`src/rtl/imm_decode_pkg.sv`:
```
// imm_decode_pkg: shared types, opcodes and immediate extraction (IMM_DECODE_ZICSR_EN adds fmt Z for CSR-immediate ops)
package imm_decode_pkg;
  typedef enum logic [2:0] {
    FMT_R = 3'd0, FMT_I = 3'd1, FMT_S = 3'd2, FMT_B = 3'd3,
    FMT_U = 3'd4, FMT_J = 3'd5, FMT_Z = 3'd6
  } fmt_e;
  typedef enum logic [1:0] {SKID_EMPTY, SKID_ONE, SKID_TWO} skid_state_e;
  localparam logic [6:0] OP_LOAD   = 7'b0000011;
  localparam logic [6:0] OP_IMM    = 7'b0010011;
  localparam logic [6:0] OP_JALR   = 7'b1100111;
  localparam logic [6:0] OP_SYSTEM = 7'b1110011;
  localparam logic [6:0] OP_STORE  = 7'b0100011;
  localparam logic [6:0] OP_BRANCH = 7'b1100011;
  localparam logic [6:0] OP_LUI    = 7'b0110111;
  localparam logic [6:0] OP_AUIPC  = 7'b0010111;
  localparam logic [6:0] OP_JAL    = 7'b1101111;
  localparam logic [6:0] OP_REG    = 7'b0110011;
  localparam logic [6:0] OP_IMM32  = 7'b0011011;
  typedef struct packed {
    logic [63:0] imm;
    fmt_e        fmt;
    logic        illegal;
  } imm_res_t;
  function automatic imm_res_t imm_extract(input logic [31:0] instr, input logic xlen_is_64);
    imm_res_t r;
    logic [6:0] op;
    logic s;
    logic is_i;
    logic csr_imm;
    op = instr[6:0];
    s = instr[31];
    is_i = (op == OP_LOAD) || (op == OP_IMM) || (op == OP_JALR) || (op == OP_SYSTEM) ||
           (op == OP_IMM32 && xlen_is_64);
`ifdef IMM_DECODE_ZICSR_EN
    csr_imm = (op == OP_SYSTEM) && instr[14];
`else
    csr_imm = 1'b0;
`endif
    r.illegal = !(is_i || op == OP_STORE || op == OP_BRANCH || op == OP_LUI ||
                  op == OP_AUIPC || op == OP_JAL || op == OP_REG);
    r.fmt = csr_imm ? FMT_Z :
            is_i ? FMT_I :
            op == OP_STORE ? FMT_S :
            op == OP_BRANCH ? FMT_B :
            (op == OP_LUI || op == OP_AUIPC) ? FMT_U :
            op == OP_JAL ? FMT_J : FMT_R;
    case (r.fmt)
      FMT_I:   r.imm = {{52{s}}, instr[31:20]};
      FMT_S:   r.imm = {{52{s}}, instr[31:25], instr[11:7]};
      FMT_B:   r.imm = {{51{s}}, instr[31], instr[7], instr[30:25], instr[11:8], 1'b0};
      FMT_U:   r.imm = {{32{s}}, instr[31:12], 12'b0};
      FMT_J:   r.imm = {{43{s}}, instr[31], instr[19:12], instr[20], instr[30:21], 1'b0};
      FMT_Z:   r.imm = {59'b0, instr[19:15]};
      default: r.imm = '0;
    endcase
    return r;
  endfunction
endpackage

```
`src/rtl/imm_skid_buffer.sv`:
```
// imm_skid_buffer: 2-entry valid/ready buffer, in_ready depends only on registered state
module imm_skid_buffer
  import imm_decode_pkg::*;
#(
  parameter int W = 8
) (
  input  logic         clk,
  input  logic         reset,
  input  logic         flush,
  input  logic         in_valid,
  output logic         in_ready,
  input  logic [W-1:0] in_data,
  output logic         out_valid,
  input  logic         out_ready,
  output logic [W-1:0] out_data
);
  skid_state_e state_q, state_d;
  logic [W-1:0] out_q, out_d, skid_q, skid_d;
  logic in_fire, out_fire, out_ld, skid_ld;
  assign in_ready = state_q != SKID_TWO;
  assign out_valid = state_q != SKID_EMPTY;
  assign out_data = out_q;
  // next state and register load enables; the output register refills from skid when draining TWO
  always_comb begin
    in_fire = in_valid && in_ready;
    out_fire = out_valid && out_ready;
    state_d = flush ? SKID_EMPTY :
              state_q == SKID_EMPTY ? (in_fire ? SKID_ONE : SKID_EMPTY) :
              state_q == SKID_ONE ? (in_fire && !out_fire ? SKID_TWO :
                                     !in_fire && out_fire ? SKID_EMPTY : SKID_ONE) :
              (out_fire ? SKID_ONE : SKID_TWO);
    out_ld = !flush && (state_q == SKID_TWO ? out_fire :
                        in_fire && (state_q == SKID_EMPTY || out_fire));
    skid_ld = !flush && state_q == SKID_ONE && in_fire && !out_fire;
    out_d = state_q == SKID_TWO ? skid_q : in_data;
    skid_d = in_data;
  end
  // state and payload registers; payload only moves on a load
  always_ff @(posedge clk) begin
    if (reset) begin
      state_q <= SKID_EMPTY;
      out_q <= '0;
      skid_q <= '0;
    end else begin
      state_q <= state_d;
      if (out_ld) out_q <= out_d;
      if (skid_ld) skid_q <= skid_d;
    end
  end
endmodule

```
`src/rtl/imm_decode_stage.sv`:
```
// imm_decode_stage: opcode-driven immediate decode feeding a skid buffer (IMM_DECODE_ZICSR_EN enables fmt Z)
module imm_decode_stage
  import imm_decode_pkg::*;
#(
  parameter int XLEN = 32
) (
  input  logic            clk,
  input  logic            reset,
  input  logic            flush,
  input  logic            in_valid,
  output logic            in_ready,
  input  logic [31:0]     in_instr,
  output logic            out_valid,
  input  logic            out_ready,
  output logic [31:0]     out_instr,
  output logic [XLEN-1:0] out_imm,
  output logic [2:0]      out_fmt,
  output logic            out_illegal
);
  localparam int W = 32 + XLEN + 4;
  imm_res_t dec;
  logic [W-1:0] in_pay, out_pay;
  logic unused_imm;
  // decode before registering so both buffer entries hold finished fields
  always_comb dec = imm_extract(in_instr, XLEN == 64);
  assign unused_imm = ^dec.imm;
  assign in_pay = {in_instr, dec.imm[XLEN-1:0], dec.fmt, dec.illegal};
  assign {out_instr, out_imm, out_fmt, out_illegal} = out_pay;
  imm_skid_buffer #(.W(W)) u_skid (
    .clk(clk), .reset(reset), .flush(flush),
    .in_valid(in_valid), .in_ready(in_ready), .in_data(in_pay),
    .out_valid(out_valid), .out_ready(out_ready), .out_data(out_pay)
  );
endmodule
```
`config.mk`:
```
export PLATFORM = sky130hd
export DESIGN_NAME = imm_decode_stage
export DESIGN_NICKNAME = d
export VERILOG_FILES = /design/src/rtl/imm_decode_pkg.sv /design/src/rtl/imm_skid_buffer.sv /design/src/rtl/imm_decode_stage.sv
export SDC_FILE = /design/constraint.sdc
export NUM_CORES = 1
export LEC_CHECK = 0
export BUFFER_PORTS_ARGS = -buffer_cell sky130_fd_sc_hd__buf_2
export CAP_MARGIN = 0
export CELL_PAD_IN_SITES_DETAIL_PLACEMENT = 1
export CELL_PAD_IN_SITES_GLOBAL_PLACEMENT = 2
export CORE_MARGIN = 1.5
export CORE_UTILIZATION = 35
export DETAILED_ROUTE_END_ITERATION = 10
export PLACE_DENSITY = 0.83
export SYNTH_ARGS = -nofsm -noshare
export SYNTH_HDL_FRONTEND = slang
export SYNTH_SLANG_ARGS = --single-unit
```
`constraint.sdc`:
```
create_clock -name clk -period 4.5 [get_ports clk]
set_input_delay 0.45 -clock clk [delete_from_list [all_inputs] [get_ports clk]]
set_output_delay 0.45 -clock clk [all_outputs]
set_load 0.01 [all_outputs]
```
# == Yosys cells after proc, flatten, opt, wreduce, memory -nomap -nowiden ==
# Cells that the tools add are included.
# totals
regBits,138
inputBits,37
output_inout_bits,70
elab_cells,63
# op_classes
eq_ne,19
n_mux,14
reduce_logical,27
# ops
operator,count
$pmux W32 S6,1
$mux W68,1
$eq A7 B7 Y1 const B,4
$eq A7 B6 Y1 const B,3
$mux W3,5
$eq A7 B5 Y1 const B,2
$logic_or A1 B1 Y1,11
$eq A3 B3 Y1 const B,3
$logic_and A1 B1 Y1,9
$mux W2,4
$eq A7 B2 Y1 const B,1
$eq A3 B2 Y1 const B,2
$logic_not A1 Y1,4
$eq A3 B1 Y1 const B,1
$mux W1,3
$eq A2 B1 Y1 const B,1
$eq A2 B2 Y1 const B,1
$logic_not A2 Y1,1
$ne A2 B2 Y1 const B,1
$reduce_bool A2 Y1,1
$reduce_or A2 Y1,1

# == Depth between registers and ports, before layout ==
# Gate-level depths: netlist of the first run.
# logic_depth
word_depth,12
ltp_mapped,8
depth_no_buf,6

# == Cells and area by module ==
# From an unflattened synthesis of the first run, not the netlist that was laid out.
# unflattened
cells_unflattened,728
hier_area_um2,6822.8
# modules_own_cells
mod,instances,cells_per_inst,area_per_inst_um2,seq_area_each_um2
imm_skid_buffer,1,643,6242.2,2762.6
imm_decode_stage,1,85,580.6,0.0

# == Least setup slack after synthesis of the first run ==
# OpenSTA, ideal clock, no wires.
# synth_timing
kind,input-to-reg
startpoint,input port in_instr[4]
endpoint,"register u_skid.out_q[15], in the netlist u_skid.out_data[15]"
setup_time_ns,0.122
arrival_ns,1.716
required_time_ns,4.378
slack_ns,2.662
stages,7
n_path_buf,2
path_cell_list,buf_4 -> nand2b_4 -> o22ai_1 -> and3_4 -> buf_6 -> a311o_1 -> a221o_1
# synth_via
elab_chain_cells,9
elab_cells_between_ends,26
cone_classes,15 x eq/ne; 7 x mux; 4 x reduce/logical
# synth_rtl
element,line_no,text
start: declaration,imm_decode_stage.sv:12,"input logic [31:0] in_instr,"
"$eq A7 B7 Y1, or another cell as far along",imm_decode_pkg.sv:46,op == OP_JAL ? FMT_J : FMT_R;
$mux W3 or $logic_or A1 B1 Y1 (tied branches),"imm_decode_pkg.sv:46, imm_decode_pkg.sv:45",
$mux W3,imm_decode_pkg.sv:45,(op == OP_LUI || op == OP_AUIPC) ? FMT_U :
$mux W3,imm_decode_pkg.sv:44,op == OP_BRANCH ? FMT_B :
$mux W3,imm_decode_pkg.sv:43,op == OP_STORE ? FMT_S :
$mux W3 (*),imm_decode_pkg.sv:42,is_i ? FMT_I :
"$eq A3 B3 Y1, or another cell as far along",imm_decode_pkg.sv:47,case (r.fmt)
$pmux W32 S6 (*),imm_decode_pkg.sv:47,
$mux W68 (*),imm_skid_buffer.sv:35,out_d = state_q == SKID_TWO ? skid_q : in_data;
end signal: assignment,imm_skid_buffer.sv:46,if (out_ld) out_q <= out_d;
end: declaration,imm_skid_buffer.sv:18,"logic [W-1:0] out_q, out_d, skid_q, skid_d;"
# Every way passes the cells marked *; elsewhere a longest branch is shown, timed or not.
# A chain may end at the register's enable or synchronous reset.

# == Worst setup path after layout of the first run ==
# layout_timing
startpoint,register u_skid.state_q[1]
endpoint,output port in_ready
# layout_via
elab_chain_cells,1
# layout_rtl
element,line_no,text
start: declaration,imm_skid_buffer.sv:17,"skid_state_e state_q, state_d;"
start signal: assignment,imm_skid_buffer.sv:45,state_q <= state_d;
$ne A2 B2 Y1,imm_skid_buffer.sv:20,assign in_ready = state_q != SKID_TWO;
end: declaration,imm_decode_stage.sv:11,"output logic in_ready,"
# Every way passes these cells.

==> results of run 1 <==
## stage by stage
step	setup slack (ns)	area [sq um]	total power (W)
finish	1.569	7113	0.002892
global route	1.414	7113	0.002992
floorplan	2.662	5934	0.001449
detailed placement	1.852	6533	0.001553
global placement	2.061	6533	0.001543
CTS	1.558	7113	0.002911
## metal layers
layer | vias to the layer above | global-route usage
li1 | 2681 | -
met1 | 2726 | 0.2800
met2 | 111 | 0.3547
met3 | 21 | 0.03881
met4 | 0 | 0.07669
met5 | - | 0
## critical path: stages (launching register included)
cell and delay [ns]:
dfxtp_1 0.41, nor2b_4 0.21, buf_4 0.53, inv_2 0.29
buf_4 0.37, buf_2 0.22
## flip-flops by register name, summed over array words and instances, names as in the netlist
register	flops
u_skid.state_q	2
u_skid.out_data	68
u_skid.skid_q	68
## worst max-delay path by stage
stage,from,to,cells past startpoint
floorplan,in_instr[4],u_skid.out_data[15],7
global placement,u_skid.state_q[1],u_skid.out_data[34],6
detailed placement,u_skid.state_q[1],u_skid.state_q[0],7
CTS,u_skid.state_q[1],in_ready,5
global route,u_skid.state_q[1],in_ready,5
finish,u_skid.state_q[1],in_ready,5
## placed cells by master, fill, tap and decap left out, drive strengths merged, types with 3 or more instances in the layout
master / netlist / final
nand2: 172 / 172
dfxtp: 138 / 138
buf: 32 / 116
a21oi: 71 / 71
nor2: 63 / 63
a311oi: 34 / 34
clkbuf: 31 / 27
o21ai: 26 / 26
a211oi: 16 / 16
and2: 14 / 14
o22ai: 13 / 13
mux2i: 13 / 13
o2bb2ai: 12 / 12
nand3: 12 / 12
nor3: 11 / 11
a221oi: 8 / 8
inv: 8 / 8
or2: 4 / 4
clkinvlp: 0 / 3
nor4: 3 / 3
## layout make-up
type | instances | share of cell area
Inverter | 8 | 0.004222
Tap cell | 220 | 0.03870
Clock inverter | 5 | 0.008091
Clock buffer | 27 | 0.07353
Sequential cell | 138 | 0.3884
Timing Repair Buffer | 116 | 0.08549
Multi-Input combinational cell | 512 | 0.4016
## cell families after synthesis
| group | count (synthesis) |
|---|---|
| multiplexers | 15 |
| AND/OR/NAND/NOR | 294 |
| buffers and inverters | 71 |
| adder cells (fa/ha/maj) | 1 |
| flip-flops | 138 |
| AO/OA/AOI/OAI | 201 |
| XOR/XNOR | 1 |
## power breakdown
group	switching, W	internal [W]	total (W)
sequential	0.0000197	0.00126	0.00128
combinational	0.000165	0.0000853	0.000250
clock	0.000517	0.000849	0.00137
==> metrics.md, run 1 <==
| Metric | Value |
|---|---|
| CP required | 4.05 ns |
| Max-cap viol count | 0 |
| Placed Instances | 994 |
| Pwr dens | 406.5 mW/mm^2 |
| Synth top cells by count | 172 x nand2_1, 138 x dfxtp_1, 71 x a21oi_1 |
| Largest net degree at the start of global routing | 83 |
| Finished Layout Cells | 1026 |
| Starting density of the core | 0.3579 |
| Cells after synthesis | 721 |
| WHS Endpoint | u_skid.skid_q[50] |
| TNS Setup | 0 ns |
| Vias | 5539 |
| Post-synth EDFFs | 0 |
| Unique masters post-synth | 61 |
| Number of diodes | 0 |
| Footprint of the multi-input gates | 0.002856 sq mm |
| Hold Vio Cnt, Final | 0 |
| Async set-or-reset flop fraction in the synthesized netlist | 0 |
| Setup repair bufs after CTS | 0 |
| Min Tclk post-route | 2.931 ns |
| Clock latency on the worst-skew pair | 0.42 ns |
| I/O pins | 107 |
| Core area | 0.01658 sq mm |
| Maximum clock path buffer count | 2 |
| Overflow after GRT | 0 |
| Post-CTS sizing | 0 |
| Post-synthesis xor/xnor area fraction | 0.001476 |
| Drt first pass iters | 4 |
| Layout cell share with drive strength beyond 1 | 0.2122 |
| Synth top area cells | dfxtp_1 47%, nand2_1 11%, a21oi_1 6.0%, a311oi_1 5.0%, nor2_1 3.9% |
| Critical path launch point type | flop |
| Synth Area in Adders | 0.002108 |
| DR WL met3 | 745 microns |
| GPL Wtd Cong | 0.8148 |
| Layout net count | 831 |
| Top Layer Used | met4 |
| Worst hold slack | 0.3202 ns |
| Clk slew on worst S/H paths | 0.06 ns |
| Synth Area in Compound Gates | 0.2349 |
| Final Util | 0.4289 |
| Final ANT Viol Nets | 0 |
| Reg-to-reg setup timing slack | 1.74 ns |
| Routed met2 length | 8948 microns |
| Die W | 133.2 microns |
| Post-synth top flop | dfxtp_1 |
| Total Wirelength | 18570 microns |
| Die height | 133.2 microns |
| Clock sinks | 138 |
| Total GRT Usage | 0.2140 |
| Row cnt | 47 |
| Worst r2r path cells | 7 |
| Syn avg cell area | 8.231 sq um |
| CP arrival | 2.48 ns |
| Vias per cell | 5.399 |
| Worst Hold Depth | 3 |
| Initial antenna violation count | 0 |
| Final setup fails | 0 |
| Register area | 0.002763 sq mm |
| Fmax | 0.3412 GHz |
| Clock Root Buffer | clkbuf_16 |
| Drt drc | 0 |
| TritonCTS clock tree | done |
| HP Start | in_instr[14] |
| Layout Skew | 0.007086 ns |
| Syn nets | 759 |
| Max Slew Vio Count | 0 |
| Hold Crit Class | primary input to flop |
| Relative slew slack | 0.3598 |
| Port bufs | 106 |
| Setup CP Type | flop to output pin |
| Die area | 0.01775 sq mm |
| Fillcell total | 1984 |
| Leak | 2.725 nW |
| Synth area leader | dfxtp_1 |
| Slew @ Worst Pin | 0.9567 ns |
| Synth top area share | 0.4655 |
| Post-synthesis mux area share | 0.02572 |
| RSZ-0062 raised after global routing | no |
| Worst R2R Start | u_skid.state_q[1] |
| Post-CTS Hold Buffers | 0 |
| Initial DRC Count | 312 |
| Area Overhead vs Synth | 19.86% |
| First-pass GRT wire length | 30170 microns |
| Post-route clock period utilization | 0.6512 |
| Vias in the first global route | 5758 |
| Yosys reg bits | 138 |
| CTS Buf Count | 17 |
| Worst r2r dst | u_skid.state_q[0] |
| Run status | completed |
| Seq/Total Area, Yosys | 0.4655 |
| Synthesized area | 0.005934 sq mm |
| Routed wirelength normalized by instance count | 18.10 microns |
| Simple-gate share of the synthesized area | 0.2157 |
| Yosys warning count | 0 |
| Hpwl dp | 12300 microns |
| Cell with the most instances after synthesis | nand2_1 |
| H-tree levels | 4 |
| Crit Path Max Fanout | 58 |
| Routed metal-1 wire length | 8590 microns |
| Critical path endpoint category | output pin |
| IR drop worst, VDD | 0.2545 mV |
| Main combinational cell family by area after synthesis | compound AO/OA/AOI/OAI gates |
Note: power is estimated with default switching activity, not from simulation.
==> inputs of run 2 (changes only) <==
Settings changed: CORE_UTILIZATION 35 to 29, PLACE_DENSITY 0.83 to 0.74.
Clock period 4.5 ns to 2.41 ns, I/O delays scaled along.
==> run 2 against run 1 <==
Net effect:
- critical endpoint unchanged
- routed wire length up 5.1%
- global-route usage is 2.6 points lower
- flip-flop and latch count stayed put
- largest power group unchanged
- highest routed layer is now met5
- worst setup slack lost 1.2 ns
- final area rose by 1.7%
- hold slack worse by 0.22 ns
- clock power increased by 83%
- via count rose by 0.65%
- clock skew is 0.0019 ns higher
==> metrics.md, run 2 (synthesis results as in run 1) <==
| Metric | Value |
|---|---|
| Final ANT Viol Nets | 0 |
| Top Layer Used | met5 |
| Leak | 2.768 nW |
| Routed metal-1 wire length | 9072 microns |
| Fmax | 0.4784 GHz |
| Layout cell share with drive strength beyond 1 | 0.2195 |
| Register area | 0.002763 sq mm |
| Run status | completed |
| TritonCTS clock tree | done |
| Worst Hold Depth | 3 |
| I/O pins | 107 |
| Worst r2r path cells | 6 |
| Vias per cell | 5.157 |
| IR drop worst, VDD | 0.4978 mV |
| GPL Wtd Cong | 0.7892 |
| Critical path endpoint category | output pin |
| Number of diodes | 0 |
| Vias in the first global route | 5871 |
| Die height | 146.1 microns |
| Final setup fails | 0 |
| Footprint of the multi-input gates | 0.002856 sq mm |
| Core area | 0.02017 sq mm |
| Drt drc | 0 |
| CP arrival | 1.85 ns |
| First-pass GRT wire length | 31710 microns |
| Die area | 0.02133 sq mm |
| Area Overhead vs Synth | 21.86% |
| Initial antenna violation count | 1 |
| Slew @ Worst Pin | 0.9363 ns |
| Initial DRC Count | 291 |
| Die W | 146.1 microns |
| Design Area, Final | 0.007232 sq mm |
| Min Tclk post-route | 2.090 ns |
| RSZ-0062 raised after global routing | no |
| Max Slew Vio Count | 0 |
| Layout Skew | 0.008940 ns |
| Clock latency on the worst-skew pair | 0.42 ns |
| Largest net degree at the start of global routing | 64 |
| Vias | 5575 |
| Layout net count | 837 |
| Hpwl dp | 13110 microns |
| Maximum clock path buffer count | 2 |
| Routed met2 length | 9403 microns |
| Post-CTS sizing | 0 |
| Critical path launch point type | flop |
| CP required | 2.17 ns |
| Post-CTS Hold Buffers | 0 |
| Post-route clock period utilization | 0.8673 |
| Post-DP Area | 0.006665 sq mm |
| Pre-CTS WS | 0.3578 ns |
| Fillcell total | 2435 |
| TNS Setup | 0 ns |
| Pwr dens | 742.2 mW/mm^2 |
| H-tree levels | 4 |
| Clock sinks | 138 |
| Setup ws final | 0.3199 ns |
| Total Wirelength | 19510 microns |
| Crit Path Max Fanout | 63 |
| CTS Buf Count | 17 |
| Pwr Total | 0.005368 W |
| Row cnt | 52 |
| Starting density of the core | 0.2942 |
| Total GRT Usage | 0.1884 |
| Clock Root Buffer | clkbuf_16 |
| Relative slew slack | 0.3735 |
| Overflow after GRT | 0 |
| Drt first pass iters | 4 |
| Hold Vio Cnt, Final | 0 |
| Commonest non-fill, non-tap cell in the layout | nand2_1 |
| Most frequent cells in the layout | 172 x nand2_1, 138 x dfxtp_1, 105 x buf_2 |
| DR WL met3 | 760 microns |
| Routed wirelength normalized by instance count | 18.05 microns |
| Setup CP Type | flop to output pin |
| Hold Crit Class | primary input to flop |
| Clk slew on worst S/H paths | 0.06 ns |
| Setup repair bufs after CTS | 0 |
| Port bufs | 106 |
| Max-cap viol count | 0 |
[run 2: layout make-up]
class | count | share of cell area
multi-input cells | 512 | 0.3950
flip-flops and latches | 138 | 0.3820
clock buffers | 24 | 0.06938
well taps | 270 | 0.04671
repair buffers | 122 | 0.09377
clock inverters | 7 | 0.008997
inverters | 8 | 0.004152
[run 2: final timing paths]
kind / slack [ns] / endpoint / startpoint
worst min register to register: 0.45 / u_skid.skid_q[32] / u_skid.skid_q[32]
worst max register to register: 0.34 / u_skid.out_data[33] / u_skid.state_q[0]
worst min-delay path: 0.10 / u_skid.skid_q[45] / in_instr[9]
worst max-delay path: 0.32 / in_ready / u_skid.state_q[1]
[run 2: worst max-delay path: stages, from the launching register on]
cell and delay (ns):
dfxtp_1 0.39, nor2b_4 0.21, buf_4 0.30, inv_2 0.09, buf_12 0.22, buf_2 0.18
[run 2: through the flow]
stage,std cells,hold slack [ns],util
after global placement,1050,0.4279,0.3305
final,1081,0.1002,0.3586
after CTS,1081,0.08684,0.3586
after floorplan,721,0.3203,-
after detailed placement,1050,0.4399,0.3305
after global routing,1081,0.1006,0.3586
[run 2: per-layer routing]
metal  vias to the layer above  track usage
li1                       2690            -
met5                         -            0
met2                       115       0.3129
met3                        21      0.03656
met4                         2      0.07071
met1                      2747       0.2427
[run 2: report_power, final]
group | switching, W | total, W | internal [W]
Clock | 0.000972 | 0.00251 | 0.00154
Sequential | 0.0000345 | 0.00238 | 0.00235
Combinational | 0.000308 | 0.000472 | 0.000164
Total | 0.00131 | 0.00537 | 0.00405
